--- src/rtl/input_conditioner_pkg.sv ---
// -----------------------------------------------------------------------------
// input_conditioner_pkg
//   Shared constants and helpers for the input conditioning front end.
//   - SYNC_STAGES_MIN        : shortest synchronizer chain accepted
//   - CLK_HZ                 : nominal system clock used to derive defaults
//   - DEFAULT_SAMPLE_CNT_MAX : clocks between debounce samples (500 us)
//   - DEFAULT_PULSE_CNT_MAX  : agreeing samples needed to flip a channel
//   - cnt_width(n)           : bits needed to hold the value n
// -----------------------------------------------------------------------------
package input_conditioner_pkg;

   localparam int unsigned SYNC_STAGES_MIN        = 2;
   localparam int unsigned CLK_HZ                 = 125_000_000;
   localparam int unsigned DEFAULT_SAMPLE_CNT_MAX = CLK_HZ / 2_000;
   localparam int unsigned DEFAULT_PULSE_CNT_MAX  = 200;

   function automatic int unsigned cnt_width(input int unsigned n);
      return $clog2(n + 1);
   endfunction

endpackage : input_conditioner_pkg

--- src/rtl/sync_chain.sv ---
// -----------------------------------------------------------------------------
// sync_chain
//   Multi-flop synchronizer for asynchronous or foreign-domain static signals.
//   Each bit passes through SYNC_STAGES serial flops; a change on d is visible
//   on q exactly SYNC_STAGES rising edges later. No combinational path d->q.
//
//   Ports
//     clk    in   destination clock
//     rst_n  in   asynchronous active-low reset, clears every stage
//     d      in   WIDTH raw inputs
//     q      out  WIDTH synchronized outputs (last stage)
// -----------------------------------------------------------------------------
module sync_chain
   import input_conditioner_pkg::*;
#(
   parameter int unsigned WIDTH       = 1,
   parameter int unsigned SYNC_STAGES = SYNC_STAGES_MIN
) (
   input  logic             clk,
   input  logic             rst_n,
   input  logic [WIDTH-1:0] d,
   output logic [WIDTH-1:0] q
);

   if (SYNC_STAGES < SYNC_STAGES_MIN) begin : g_param_check
      $error("sync_chain: SYNC_STAGES must be at least %0d", SYNC_STAGES_MIN);
   end

   // stage_q[0] is the first (metastability-exposed) flop.
   logic [SYNC_STAGES-1:0][WIDTH-1:0] stage_q;
   logic [SYNC_STAGES-1:0][WIDTH-1:0] stage_d;

   always_comb begin
      stage_d = {stage_q[SYNC_STAGES-2:0], d};
   end

   always_ff @(posedge clk or negedge rst_n) begin
      if (!rst_n) begin
         stage_q <= '0;
      end else begin
         stage_q <= stage_d;
      end
   end

   assign q = stage_q[SYNC_STAGES-1];

endmodule : sync_chain

--- src/rtl/input_conditioner.sv ---
// -----------------------------------------------------------------------------
// input_conditioner
//   Per-channel front end for asynchronous board inputs (buttons, switches):
//   synchronizer -> sample-based symmetric debouncer -> rise/fall detector.
//   All channels share a single debounce sample timer.
//
//   Ports
//     clk               in   system clock
//     rst_n             in   asynchronous active-low reset
//     async_signal      in   WIDTH raw asynchronous inputs
//     sync_signal       out  WIDTH last synchronizer stage
//     debounced_signal  out  WIDTH debounced level
//     rising_edge       out  WIDTH one-cycle pulse on debounced 0->1
//     falling_edge      out  WIDTH one-cycle pulse on debounced 1->0
//     sample_tick       out  shared debounce sample strobe
// -----------------------------------------------------------------------------
module input_conditioner
   import input_conditioner_pkg::*;
#(
   parameter int unsigned WIDTH          = 1,
   parameter int unsigned SYNC_STAGES    = SYNC_STAGES_MIN,
   parameter int unsigned SAMPLE_CNT_MAX = DEFAULT_SAMPLE_CNT_MAX,
   parameter int unsigned PULSE_CNT_MAX  = DEFAULT_PULSE_CNT_MAX,
   parameter bit          DEBOUNCE       = 1'b1
) (
   input  logic             clk,
   input  logic             rst_n,
   input  logic [WIDTH-1:0] async_signal,
   output logic [WIDTH-1:0] sync_signal,
   output logic [WIDTH-1:0] debounced_signal,
   output logic [WIDTH-1:0] rising_edge,
   output logic [WIDTH-1:0] falling_edge,
   output logic             sample_tick
);

   if (SAMPLE_CNT_MAX < 2) begin : g_sample_check
      $error("input_conditioner: SAMPLE_CNT_MAX must be at least 2");
   end
   if (PULSE_CNT_MAX < 1) begin : g_pulse_check
      $error("input_conditioner: PULSE_CNT_MAX must be at least 1");
   end

   localparam int unsigned TMR_W = cnt_width(SAMPLE_CNT_MAX - 1);
   localparam int unsigned PC_W  = cnt_width(PULSE_CNT_MAX);

   localparam logic [TMR_W-1:0] TMR_LAST = TMR_W'(SAMPLE_CNT_MAX - 1);

   // -------------------------------------------------------------------------
   // Synchronizer
   // -------------------------------------------------------------------------
   logic [WIDTH-1:0] sync_w;

   sync_chain #(
      .WIDTH       (WIDTH),
      .SYNC_STAGES (SYNC_STAGES)
   ) u_sync (
      .clk   (clk),
      .rst_n (rst_n),
      .d     (async_signal),
      .q     (sync_w)
   );

   assign sync_signal = sync_w;

   // -------------------------------------------------------------------------
   // Shared sample timer: counts 0..SAMPLE_CNT_MAX-1; the tick is registered
   // on the wrap so it is high during the cycle after the counter returns to 0.
   // -------------------------------------------------------------------------
   logic [TMR_W-1:0] tmr_q, tmr_d;
   logic             tick_q, tick_d;

   always_comb begin
      tmr_d  = tmr_q + TMR_W'(1);
      tick_d = 1'b0;
      if (tmr_q == TMR_LAST) begin
         tmr_d  = '0;
         tick_d = 1'b1;
      end
   end

   always_ff @(posedge clk or negedge rst_n) begin
      if (!rst_n) begin
         tmr_q  <= '0;
         tick_q <= 1'b0;
      end else begin
         tmr_q  <= tmr_d;
         tick_q <= tick_d;
      end
   end

   assign sample_tick = tick_q;

   // -------------------------------------------------------------------------
   // Per-channel debouncer and edge detector
   // -------------------------------------------------------------------------
   for (genvar i = 0; i < int'(WIDTH); i++) begin : g_ch
      logic d_q, d_d;
      logic rise_q, rise_d;
      logic fall_q, fall_d;

      if (DEBOUNCE) begin : g_db
         localparam logic [PC_W-1:0] PC_LAST = PC_W'(PULSE_CNT_MAX - 1);

         // c_q counts consecutive disagreeing samples; it clears on the flip,
         // so it never exceeds PULSE_CNT_MAX-1.
         logic [PC_W-1:0] c_q, c_d;

         always_comb begin
            d_d = d_q;
            c_d = c_q;
            if (tick_q) begin
               if (sync_w[i] != d_q) begin
                  if (c_q == PC_LAST) begin
                     d_d = ~d_q;
                     c_d = '0;
                  end else begin
                     c_d = c_q + PC_W'(1);
                  end
               end else begin
                  c_d = '0;
               end
            end
         end

         always_ff @(posedge clk or negedge rst_n) begin
            if (!rst_n) begin
               c_q <= '0;
            end else begin
               c_q <= c_d;
            end
         end
      end else begin : g_bypass
         always_comb begin
            d_d = sync_w[i];
         end
      end

      // Edge flags are computed from the next level so they line up with the
      // first cycle the new debounced level is visible.
      always_comb begin
         rise_d = d_d & ~d_q;
         fall_d = ~d_d & d_q;
      end

      always_ff @(posedge clk or negedge rst_n) begin
         if (!rst_n) begin
            d_q    <= 1'b0;
            rise_q <= 1'b0;
            fall_q <= 1'b0;
         end else begin
            d_q    <= d_d;
            rise_q <= rise_d;
            fall_q <= fall_d;
         end
      end

      assign debounced_signal[i] = d_q;
      assign rising_edge[i]      = rise_q;
      assign falling_edge[i]     = fall_q;
   end

endmodule : input_conditioner

--- config.mk ---
export PLATFORM = sky130hd
export DESIGN_NAME = input_conditioner
export DESIGN_NICKNAME = d
export VERILOG_FILES = /design/src/rtl/input_conditioner_pkg.sv /design/src/rtl/sync_chain.sv /design/src/rtl/input_conditioner.sv
export SDC_FILE = /design/constraint.sdc
export NUM_CORES = 1
export LEC_CHECK = 0
export CORE_MARGIN = 8
export CORE_UTILIZATION = 52
export DETAILED_ROUTE_END_ITERATION = 10
export PLACE_DENSITY = 0.74
export SETUP_SLACK_MARGIN = 0.15
export SLEW_MARGIN = 20
export SYNTH_ARGS = -nofsm -noshare
export SYNTH_HDL_FRONTEND = slang
export SYNTH_SLANG_ARGS = --single-unit
export TNS_END_PERCENT = 10
--- constraint.sdc ---
create_clock -name clk -period 1.55 [get_ports clk]
set_input_delay 0.31 -clock clk [delete_from_list [all_inputs] [get_ports clk]]
set_output_delay 0.31 -clock clk [all_outputs]
set_load 0.01 [all_outputs]
==> results of run 1 <==
## path summary, 6_finish.rpt
check | from | to
max | g_ch[0].g_db.c_q[1] | g_ch[0].g_db.c_q[3]
min | rst_n | g_ch[0].g_db.c_q[0]
max reg2reg | g_ch[0].g_db.c_q[1] | g_ch[0].g_db.c_q[3]
min reg2reg | u_sync.stage_d[1] | u_sync.q
max in group asynchronous | rst_n | tmr_q[2]
min in group clk | u_sync.stage_d[1] | u_sync.q
## kinds of logic after synthesis
family	share of synthesized area
multiplexers	0.0226
AO/OA/AOI/OAI	0.0525
AND/OR/NAND/NOR	0.234
buffers and inverters	0.0217
adder cells (fa/ha/maj)	0.0181
flip-flops	0.543
XOR/XNOR	0.108
## critical path, delay by kind of cell (launching register included)
| kind | cells | cell delay (ns) |
|---|---|---|
| AOI/OAI and AO/OA | 3 | 0.68 |
| DFF | 1 | 0.39 |
| adders and majority gates | 1 | 0.20 |
| and+or+nand+nor | 1 | 0.18 |
## layout make-up
type,instances,share of cell area
repair buffers,14,0.0787
inverters,4,0.00883
multi-input cells,90,0.421
flip-flops and latches,30,0.443
well taps,30,0.0221
clock buffers,7,0.0265
## placed cells by master (no fill, tap or decap), types with 3 or more instances in the layout
master / instances
nand4_1: 5
clkbuf_4: 5
nor4_2: 6
nor3_1: 4
nand2_1: 8
nand3_1: 9
xor2_1: 4
dfrtp_1: 28
nor2_4: 7
nor2_1: 3
and3_1: 3
a31oi_1: 6
inv_1: 3
xnor2_1: 13
dlygate4sd2_1: 4
buf_4: 5
## report_power, final
part	switching [uW]	total, uW	internal, uW
Combinational	22.9	35.8	12.9
Sequential	1.99	786	784
Clock	253	424	171
Total	278	1250	968
## what timing repair did
| action | in CTS | in global routing |
|---|---|---|
| buffers inserted | 0 | 2 |
| pin swaps | 6 | 13 |
| cloned | 0 | 1 |
| hold endpoints to repair | 0 | 0 |
| endpoints found under the setup margin | 15 | 21 |
| gates resized for setup | 9 | 23 |
## through the flow
stage | std cells | TNS (ns) | hold WS (ns)
finish | 175 | -0.0204 | 0.367
global route | 175 | -0.291 | 0.378
CTS | 172 | 0 | 0.366
detailed placement | 165 | 0 | 0.347
global placement | 165 | 0 | 0.335
floorplan | 125 | 0 | 0.0144
## flip-flops by register name, indices dropped and copies added (netlist names)
name and flops:
tmr_q 16, u_sync.stage_d 1, falling_edge 1, rising_edge 1, debounced_signal 1, u_sync.q 1, sample_tick 1, g_ch.g_db.c_q 8
## synthesized netlist by cell type, drive strengths merged, types with 2 or more instances
master | count | area (sq um)
mux2i | 2 | 20.0
xnor2 | 13 | 114
xor2 | 4 | 35.0
nand4 | 5 | 31.3
dfrtp | 30 | 751
nand2 | 8 | 30.0
a21oi | 2 | 10.0
nor2 | 12 | 50.1
nor3b | 2 | 15.0
a31oi | 6 | 37.5
nand3 | 11 | 80.1
ha | 2 | 25.0
and3 | 4 | 25.0
inv | 4 | 15.0
nor4 | 6 | 43.8
nand2b | 2 | 12.5
nor3 | 4 | 20.0
## routing by layer
| layer | track usage | share of wire |
|---|---|---|
| met1 | 0.129 | 0.40 |
| met2 | 0.222 | 0.51 |
| met3 | 0.0397 | 0.061 |
| met5 | 0 | 0 |
| met4 | 0.110 | 0.026 |
==> flow_metrics.py, run 1 <==
metrics = {
    "timing": {
        "fin_worst_skew_ns": 0.0108,
        "setup_violations": 2,
        "setup_slack_ns": -0.0167,
        "min_period_ns": 1.57,
        "slew_viol_final": 0,
        "grt_setup_unrepaired": "yes",
        "worstMarginPinSlew_ns": 0.372,
        "slew_headroom": 0.752,
        "hold_viol": 0,
        "finalCritPeriodShare": 1.01,
        "clock.fmax_ghz": 0.638,
    },
    "cts": {
        "insertion_delay_ns": 0.33,
        "cts_inserted_buffers": 5,
        "clkSinkCount": 30,
        "cts_tree": "done",
        "root_buffer": "clkbuf_4",
        "hold_buffers": 0,
        "cts_max_level": 2,
        "path_clk_slew_ns": 0.09,
        "cts_max_path_buffers": 2,
    },
    "job": {
        "cap_violations": 0,
    },
    "critical_path": {
        "required_ns": 1.76,
        "cp-end-kind": "register",
        "criticalPathCategory": "reg -> reg",
        "rr_worst_depth": 5,
        "start_kind": "register",
        "worst_path_most_repeated_cell": "a31oi_1",
        "crit_fanout": 5,
        "arrival_ns": 1.78,
        "critPathMaxStageDelay_ns": 0.42,
        "cp_cell_sequence": "ha_2, nand4_1, o41a_4, a31oi_1, a31oi_1",
        "r2r_slack_ns": -0.02,
        "slowest_stage": "o41a_4",
    },
    "global_route": {
        "grt_util_all_layers": 0.131,
        "antenna_found_initial": 0,
        "grt-ovfl-total": 0,
        "grt_max_degree": 31,
        "grt_pass1_vias": 1078,
        "grt_pass1_wl_microns": 4450,
    },
    "power": {
        "power_density_mw_per_mm2": 733,
        "p_leak_uw": 0.000697,
        "finalPower_uw": 1250,
        "ir_drop_mv": 0.573,
    },
    "floorplanning": {
        "coreArea_sq_mm": 0.00250,
        "num_rows": 18,
        "die_x_microns": 67.5,
        "floorplan.initialDensity": 0.553,
        "pin_count": 8,
        "die_h_microns": 67.5,
        "die-area_sq_mm": 0.00456,
    },
    "synth": {
        "ys_ff_latch": 30,
        "synth_edf_count": 0,
        "syn_inst": 125,
        "synth_ff_type": "dfrtp_1",
        "ys_seq_area_frac": 0.543,
        "syn_area_sq_mm": 0.00138,
        "async_flop_share": 1.00,
        "ys_types": 28,
        "syn-num-nets": 130,
        "yosys_warnings": 0,
        "avgSynthCellArea_sq_um": 11.1,
    },
    "final_layout": {
        "antenna_cells": 0,
        "multi_input_area_sq_um": 716,
        "fillers": 191,
        "drive_above_1_share": 0.262,
        "final_area_sq_mm": 0.00170,
        "finalCoreUtilization": 0.680,
        "area_delta_synth_final_pct": 23.1,
        "seq_area_sq_um": 753,
        "fin_nets": 150,
    },
    "run_status": {
        "status": "finished with violations",
        "violations": "setup timing",
    },
    "placement": {
        "placed_area_sq_mm": 0.00154,
        "gp_congestion": 0.799,
        "hpwl_microns": 1690,
        "portBuffers": 7,
        "pre_cts_ws_ns": 0.0411,
    },
    "drt": {
        "post_drt_wl_per_cell_microns": 16.1,
        "ant_nets": 0,
        "viasPerCell": 5.96,
        "drc": 0,
        "drt-initial-drc-count": 44,
        "vias": 1043,
        "drt-pass1-iter-count": 4,
        "drt_wl_total_microns": 2820,
    },
    "min_path": {
        "hp-class": "in -> async",
    },
}
(Power assumes the default switching activity.)
==> run 2, diff against run 1 <==
CTS_CLUSTER_DIAMETER = 30   (was default)
==> results of run 2 <==
No change in the layout: final DEF, timing and power equal those of run 1.
==> run 3, diff against run 2 <==
CORE_UTILIZATION = 57   (was 52)
PLACE_DENSITY = 0.77   (was 0.74)
clock period = 1.7 ns   (was 1.55 ns; I/O delays follow)
==> run 3 against run 2 <==
Compared with the run above:
- the run now ends clean
- non-clock buffer count is 1 lower
- via count is 7.4% lower
- cell count is 0.57% lower
- worst hold slack worse by 0.013 ns
- die area is 6.7% lower
- setup slack better by 0.17 ns
- sequential share of layout area is 2.9 points higher
- clock-buffer cell count stayed put
- register-to-register slack better by 0.20 ns
- clock power is 3% higher
- first-iteration DRC count is 57% higher
==> flow_metrics.py, run 3 (synthesized netlist as in run 1, its figures left out) <==
metrics = {
    "critical_path": {
        "criticalPathCategory": "reg -> out",
        "start_kind": "register",
        "cp-end-kind": "output port",
        "cp_cell_sequence": "clkdlybuf4s50_1",
        "required_ns": 1.36,
        "crit_fanout": 2,
        "slowest_stage": "clkdlybuf4s50_1",
        "critPathBufInv": 1,
        "critical_path.top_delay_family": "buffers and inverters",
        "critPathMaxStageDelay_ns": 0.53,
        "arrival_ns": 1.21,
    },
    "placement": {
        "portBuffers": 7,
        "numPlacedInstances": 162,
        "hpwl_microns": 1540,
        "gp_congestion": 0.810,
        "placed_area_sq_mm": 0.00149,
    },
    "cts": {
        "root_buffer": "clkbuf_4",
        "cts_max_path_buffers": 2,
        "cts_tree": "done",
        "cts_max_level": 2,
        "path_clk_slew_ns": 0.09,
        "insertion_delay_ns": 0.33,
        "clkSinkCount": 30,
        "cts_inserted_buffers": 5,
    },
    "global_route": {
        "grt_util_all_layers": 0.125,
        "grt-ovfl-total": 0,
        "grt_pass1_wl_microns": 4200,
        "grt_max_degree": 31,
        "antenna_found_initial": 0,
        "grt_pass1_vias": 993,
    },
    "final_layout": {
        "drive_above_1_share": 0.153,
        "mostFrequentLayoutCells": "dfrtp_1, xnor2_1, nor2_1, nand3_1, nand2_1",
        "seq_area_sq_um": 751,
        "fillers": 188,
        "multi_input_area_sq_um": 613,
        "largest_reg_flops": 16,
        "final_area_sq_mm": 0.00159,
        "stdcell_count": 174,
        "antenna_cells": 0,
        "fin_nets": 148,
        "mostFrequentLayoutCell": "dfrtp_1",
        "reg_top3": "tmr_q: 16 flops, g_ch.g_db.c_q: 8 flops",
        "area_delta_synth_final_pct": 15.1,
        "regMostFlops": "tmr_q",
    },
    "power": {
        "p_leak_uw": 0.000693,
        "power_density_mw_per_mm2": 747,
        "finalPower_uw": 1190,
        "ir_drop_mv": 0.582,
    },
    "timing": {
        "slew_headroom": 0.756,
        "slew_viol_final": 0,
        "setup_violations": 0,
        "finalSetupTns_ns": 0,
        "grt_setup_unrepaired": "yes",
        "clock.fmax_ghz": 0.646,
        "fin_worst_skew_ns": 0.0110,
        "hold_ws_ns": 0.354,
        "min_period_ns": 1.55,
        "worstMarginPinSlew_ns": 0.366,
        "finalCritPeriodShare": 0.910,
        "hold_viol": 0,
    },
    "run_status": {
        "status": "finished, final reports clean",
    },
    "drt": {
        "vias": 966,
        "drt-initial-drc-count": 69,
        "drt-pass1-iter-count": 4,
        "viasPerCell": 5.55,
        "ant_nets": 0,
        "drt_wl_total_microns": 2420,
        "post_drt_wl_per_cell_microns": 13.9,
        "drc": 0,
    },
    "floorplanning": {
        "floorplan.initialDensity": 0.579,
        "coreArea_sq_mm": 0.00239,
        "pin_count": 8,
        "die_h_microns": 65.2,
        "die-area_sq_mm": 0.00425,
        "num_rows": 18,
        "die_x_microns": 65.2,
    },
    "job": {
        "cap_violations": 0,
    },
    "min_path": {
        "hp-class": "reg -> reg",
    },
}
## run 3: cell count changes in the layout (fill, tap and decap cells not counted), moves of 2 or more
cell / previous run / this run
nor2_4: 7 / 0
nor4_2: 6 / 1
nor4_1: 0 / 5
nor2_1: 3 / 10
clkdlybuf4s50_1: 2 / 6
dfrtp_2: 2 / 0
dlygate4sd2_1: 4 / 1
dfrtp_1: 28 / 30
## run 3: what timing repair did
item                                    in CTS  in global routing
hold buffers                                 0                  0
buffers inserted                             2                  2
resized for setup                            1                  3
endpoints found under the setup margin       6                 22
## run 3: path summary, 6_finish.rpt
path,start,cells past startpoint,endpoint,slack (ns)
max,u_sync.q,1,sync_signal,0.15
min,u_sync.stage_d[1],0,u_sync.q,0.35
max reg2reg,g_ch[0].g_db.c_q[0],5,g_ch[0].g_db.c_q[6],0.18
min reg2reg,u_sync.stage_d[1],0,u_sync.q,0.35
max in group asynchronous,rst_n,2,tmr_q[0],1.04
min in group asynchronous,rst_n,2,g_ch[0].g_db.c_q[2],0.38
## run 3: worst reg2reg max path: cells and delay by family, from the launching register on
family,cells,cell delay (ns)
and+or+nand+nor,1,0.14
adders and majority gates,1,0.21
DFF,1,0.38
AOI/OAI and AO/OA,3,0.68
## run 3: layer usage
layer  track usage  vias to the layer above  wire, microns
met5             0                        -              0
met4        0.0654                        0             38
met3        0.0459                        5            129
met2         0.202                       17           1190
met1         0.143                      462           1060
li1              -                      482              -
## run 3: cell type report
class,count,share of cell area
Sequential cell,30,0.472
Multi-Input combinational cell,89,0.386
Timing Repair Buffer,13,0.0716
Clock buffer,7,0.0346
Tap cell,30,0.0236
Inverter,4,0.00944
Clock inverter,1,0.00315
## run 3: stage by stage
step / utilization / setup WS, ns
after global routing: 0.666 / 0.0874
after detailed placement: 0.624 / 0.138
final: 0.666 / 0.152
after global placement: 0.624 / 0.174
after CTS: 0.655 / 0.123
after floorplan: - / 0.228
## run 3: where the power goes
group / switching, uW / leakage (uW) / internal, uW
clock: 237 / 0.0000353 / 200
sequential: 0.781 / 0.000400 / 715
combinational: 21.2 / 0.000257 / 13.0
